`src/rtl/riscv_pkg.sv`:
```
// Shared RISC-V definitions for the data-memory front end: funct3 encodings,
// load/store unit state encoding and the request legality check.
package riscv_pkg;

    localparam logic [2:0] F3_LB  = 3'b000;
    localparam logic [2:0] F3_LH  = 3'b001;
    localparam logic [2:0] F3_LW  = 3'b010;
    localparam logic [2:0] F3_LBU = 3'b100;
    localparam logic [2:0] F3_LHU = 3'b101;
    localparam logic [2:0] F3_SB  = 3'b000;
    localparam logic [2:0] F3_SH  = 3'b001;
    localparam logic [2:0] F3_SW  = 3'b010;

    typedef enum logic [1:0] {
        IDLE = 2'd0,
        REQ  = 2'd1,
        WAIT = 2'd2,
        DONE = 2'd3
    } lsu_state_e;

    // 1 when the request must fault without touching the bus.
    function automatic logic access_error(input logic [2:0] funct3, input logic [1:0] addr);
        logic err;
        err = 1'b0;
        if (funct3 == 3'b011 || funct3 == 3'b110 || funct3 == 3'b111)
            err = 1'b1;
        else if (funct3[1:0] == 2'b01 && addr[0])
            err = 1'b1;
        else if (funct3[1:0] == 2'b10 && addr != 2'b00)
            err = 1'b1;
        return err;
    endfunction

endpackage

```
`src/rtl/load_align.sv`:
```
// Picks the addressed byte/half lane out of a bus read word and sign- or
// zero-extends it according to the load funct3.
module load_align
    import riscv_pkg::*;
(
    input  logic [31:0] mem_rdata,
    input  logic [1:0]  addr,
    input  logic [2:0]  funct3,
    output logic [31:0] data
);

    logic [31:0] shifted;

    always_comb begin
        shifted = mem_rdata >> {addr, 3'b000};
        case (funct3)
            F3_LB:   data = {{24{shifted[7]}}, shifted[7:0]};
            F3_LBU:  data = {24'h000000, shifted[7:0]};
            F3_LH:   data = {{16{shifted[15]}}, shifted[15:0]};
            F3_LHU:  data = {16'h0000, shifted[15:0]};
            default: data = mem_rdata;
        endcase
    end

endmodule

```
`src/rtl/load_store_unit.sv`:
```
// Multi-cycle data-memory front end: turns a held core load/store request into
// one valid/ready bus transaction and stalls the core until done pulses.
module load_store_unit
    import riscv_pkg::*;
#(
    parameter int TIMEOUT = 255,
    parameter int TO_W    = 16
) (
    input  logic        clk,
    input  logic        rst,
    input  logic        req_valid,
    input  logic        req_we,
    input  logic [31:0] req_addr,
    input  logic [31:0] req_wdata,
    input  logic [2:0]  req_funct3,
    output logic        stall,
    output logic        done,
    output logic        fault,
    output logic [31:0] ReadData,
    output logic        mem_valid,
    input  logic        mem_ready,
    output logic        mem_we,
    output logic [31:0] mem_addr,
    output logic [31:0] mem_wdata,
    output logic [3:0]  mem_wstrb,
    input  logic        mem_rvalid,
    input  logic [31:0] mem_rdata,
    output logic [1:0]  dbg_state
);

    // Bus handshake: a transfer happens on a rising edge where mem_valid and
    // mem_ready are both high; the request fields stay stable while mem_valid
    // waits for mem_ready. Read data is accepted on any edge with mem_rvalid
    // high while in REQ (after acceptance) or WAIT, and is ignored otherwise.

    lsu_state_e      state;
    logic [TO_W-1:0] cnt;
    logic [31:0]     load_word;
    logic [3:0]      strb;
    logic            req_err;

    assign req_err   = access_error(req_funct3, req_addr[1:0]);
    assign stall     = req_valid & ~done;
    assign mem_we    = req_we;
    assign mem_addr  = {req_addr[31:2], 2'b00};
    assign mem_wstrb = req_we ? strb : 4'b0000;
    assign dbg_state = state;

    always_comb begin
        case (req_funct3[1:0])
            2'b00: begin
                mem_wdata = {4{req_wdata[7:0]}};
                strb      = 4'b0001 << req_addr[1:0];
            end
            2'b01: begin
                mem_wdata = {2{req_wdata[15:0]}};
                strb      = 4'b0011 << req_addr[1:0];
            end
            default: begin
                mem_wdata = req_wdata;
                strb      = 4'b1111;
            end
        endcase
    end

    load_align u_load_align (
        .mem_rdata (mem_rdata),
        .addr      (req_addr[1:0]),
        .funct3    (req_funct3),
        .data      (load_word)
    );

    always_ff @(posedge clk or posedge rst) begin
        if (rst) begin
            state     <= IDLE;
            mem_valid <= 1'b0;
            done      <= 1'b0;
            fault     <= 1'b0;
            ReadData  <= 32'h0;
            cnt       <= '0;
        end else begin
            done  <= 1'b0;
            fault <= 1'b0;
            case (state)
                IDLE: begin
                    if (req_valid) begin
                        if (req_err) begin
                            state <= DONE;
                            done  <= 1'b1;
                            fault <= 1'b1;
                        end else begin
                            state     <= REQ;
                            mem_valid <= 1'b1;
                        end
                    end
                end
                REQ: begin
                    if (mem_ready) begin
                        mem_valid <= 1'b0;
                        if (req_we) begin
                            state <= DONE;
                            done  <= 1'b1;
                        end else if (mem_rvalid) begin
                            ReadData <= load_word;
                            state    <= DONE;
                            done     <= 1'b1;
                        end else begin
                            state <= WAIT;
                        end
                    end
                end
                WAIT: begin
                    // Data arriving on the final allowed cycle still wins over the timeout.
                    if (mem_rvalid) begin
                        ReadData <= load_word;
                        state    <= DONE;
                        done     <= 1'b1;
                    end else if (cnt == TO_W'(TIMEOUT - 1)) begin
                        state <= DONE;
                        done  <= 1'b1;
                        fault <= 1'b1;
                    end else begin
                        cnt <= cnt + 1'b1;
                    end
                end
                DONE: begin
                    state <= IDLE;
                    cnt   <= '0;
                end
                default: state <= IDLE;
            endcase
        end
    end

endmodule

```
`config.mk`:
```
export PLATFORM = sky130hd
export DESIGN_NAME = load_store_unit
export DESIGN_NICKNAME = d
export VERILOG_FILES = /design/src/rtl/riscv_pkg.sv /design/src/rtl/load_align.sv /design/src/rtl/load_store_unit.sv
export SDC_FILE = /design/constraint.sdc
export NUM_CORES = 1
export LEC_CHECK = 0
export BUFFER_PORTS_ARGS = -buffer_cell sky130_fd_sc_hd__buf_4
export CELL_PAD_IN_SITES_DETAIL_PLACEMENT = 0
export CELL_PAD_IN_SITES_GLOBAL_PLACEMENT = 1
export CORE_ASPECT_RATIO = 1.4
export CORE_MARGIN = 3
export CORE_UTILIZATION = 34
export CTS_CLUSTER_DIAMETER = 150
export DETAILED_ROUTE_END_ITERATION = 10
export HOLD_SLACK_MARGIN = 0.03
export PLACE_DENSITY_LB_ADDON = 0.1
export SYNTH_ARGS = -nofsm -noshare
export SYNTH_HDL_FRONTEND = slang
export SYNTH_SLANG_ARGS = --single-unit
```
`constraint.sdc`:
```
create_clock -name clk -period 5.3 [get_ports clk]
set_input_delay 0.53 -clock clk [delete_from_list [all_inputs] [get_ports clk]]
set_output_delay 0.53 -clock clk [all_outputs]
set_load 0.005 [all_outputs]
```
==> reports/qor.yml <==
outcome:
  status: "completed"
clock_tree:
  numCtsBuffers: 5
  cts_setup_buffers: 0
  post_cts_resized: 0
  clk_pin_slew_ns: 0.08
  cts_max_level: 2
  cts.sinks: 53
  clock_latency_ns: 0.30
  cts_tree: "yes"
  holdBufCountCts: 0
  clockRootBuffer: "clkbuf_16"
  cts.path.max_buffers: 2
worst_setup_path:
  cp_slowest_stage_delay_ns: 0.60
  crit_chain: "buf_4 -> nor2_1 -> mux2_2 -> buf_4"
  critPathLaunchType: "primary input"
  path_max_fanout: 61
  cpMaxStageDelayCell: "nor2_1"
  critPathBufInv: 2
  crit_family: "simple AND/OR/NAND/NOR gates"
  worstPathRequired_ns: 4.77
  endpoint_kind: "output port"
  arrival_ns: 1.99
  cp_common_cell: "buf_4"
  criticalPathCategory: "in -> out"
routing:
  drt-total-wl_um: 11600
  num_vias: 3461
  routed_via_density: 5.20
  ant_nets: 0
  drt-pass1-iter-count: 4
  drc: 0
  drtIter0Drc: 117
  routedWlPerCell_um: 17.3
synthesis:
  netlist_instances: 432
  synth_area_um2: 3790
  ys.flop_type: "dfrtp_1"
  yosysTopAreaCell: "dfrtp_1"
  synth_seq_cells: 53
  ys_types: 55
  synth.yosys.seq_area_share: 0.350
  synth-edff-count: 0
  yosysWarnings: 0
  synth_top_area_share: 0.350
  async_flop_share: 1.00
  avgSynthCellArea_um2: 8.78
  ys_top_cells_by_area: "dfrtp_1 35%, buf_4 8.5%, mux2i_1 5.0%"
power:
  max-vdd-ir-drop_mv: 0.133
  p_per_area_nw_per_um2: 376
  leakagePower_uw: 0.00234
  p_total_uw: 1810
timing:
  worstMarginPinSlew_ns: 1.07
  slew_headroom: 0.290
  finalCritPeriodShare: 0.475
  whs_ns: 0.427
  drv_slew: 0
  finalSetupViolations: 0
  setup_tns_ns: 0
  rsz0062_at_grt: "false"
  min_period_ns: 2.52
  fin_ws_ns: 2.78
  finalClockSkew_ns: 0.00679
  fmax_mhz: 397
  hold_viol_final: 0
layout:
  drive_gt1_frac: 0.375
  diodes: 0
  fin_util: 0.443
  layout_commonest_cell: "buf_4"
  area_growth_pct: 26.9
  nNetsFinal: 635
  final_cell_mix: "151 x buf_4, 53 x dfrtp_1, 43 x nand2_1"
floorplan:
  rows: 45
  die_area_um2: 12500
  core_um2: 10900
  die_h_um: 131
  boundaryPins: 212
  fp.dieW_um: 95.3
  start_util: 0.349
min_path:
  hp-class: "in -> async"
flow_run:
  maxCapViolCount: 0
grt:
  grt.total_usage: 0.188
  antenna_found_initial: 0
  grt_pass1_wl_um: 18200
  grt_pass1_vias: 3557
  grt_max_degree: 62
  grt_overflow: 0
placement:
  post-place-ws_ns: 2.75
  gp_congestion: 0.810
  io_buffers: 149
  hpwlAfterDp_um: 8980
metrics by stage:
step                cells  instance area [um^2]
floorplan             433                  3800
global placement      658                  4670
detailed placement    658                  4670
CTS                   666                  4810
global route          666                  4810
finish                666                  4810
logic make-up after synthesis:
kind of cell / share of synthesized area
compound gates: 0.153
xor+xnor: 0.0208
fa+ha+maj: 0.0198
buf+inv: 0.124
flops: 0.350
mux: 0.104
other cells: 0.000988
simple gates: 0.229
routing by layer:
metal,up-vias,track usage,share of wire
met5,-,0,0
met4,0,0.0552,0.016
li1,1665,-,-
met1,1672,0.212,0.38
met2,110,0.341,0.53
met3,14,0.0550,0.072
state kept, by name (all words and copies together), names as in the netlist:
| signal | flops |
|---|---|
| ReadData | 32 |
| cnt | 16 |
| dbg_state | 2 |
| done | 1 |
| fault | 1 |
| mem_valid | 1 |
where the power goes:
part           leakage, uW  switching (uW)  total, uW  internal (uW)
clock            0.0000712             155        331            177
sequential        0.000678            96.2        638            542
combinational      0.00159             435        840            405
final cells by class:
type / instances / area (um^2)
Clock buffer: 6 / 129
Clock inverter: 2 / 13.8
Fill cell: 1125 / 6050
Inverter: 9 / 33.8
Multi-Input combinational cell: 304 / 2000
Sequential cell: 53 / 1330
Tap cell: 141 / 176
Timing Repair Buffer: 151 / 1130
final timing paths:
| kind | from | endpoint | slack, ns | cells after the start |
|---|---|---|---|---|
| worst max-delay path | req_funct3[1] | mem_wdata[15] | 2.78 | 4 |
| worst min-delay path | rst | ReadData[3] | 0.43 | 3 |
| worst max register to register | cnt[0] | cnt[7] | 2.92 | 7 |
| worst min register to register | ReadData[6] | ReadData[6] | 0.49 | 2 |
| max in group asynchronous | rst | ReadData[10] | 4.42 | 3 |
| min in group clk | ReadData[6] | ReadData[6] | 0.49 | 2 |
tightest hold or removal path, cell delays in order:
cell,delay (ns)
buf_4,0.11
inv_2,0.03
buf_4,0.55
synth_stat cells, drive strengths merged, types with 2 or more instances:
library cell and number:
ha 6, nand2 43, o21ai 23, dfrtp 53
mux2 16, or2 2, xor2 9, a21oi 23
or3 2, a31oi 3, and2 2, inv 9
o22ai 7, nor3 3, nor4b 3, a211oi 2
o221ai 2, nand4 9, mux2i 19, clkbuf 13
nor2 33, and4 2, a22oi 8, nor3b 2
nor2b 8, nand3 42, buf 54, nand2b 6
o21a 3, a22o 7, and3 4
Power figures use the tool's default switching activity.
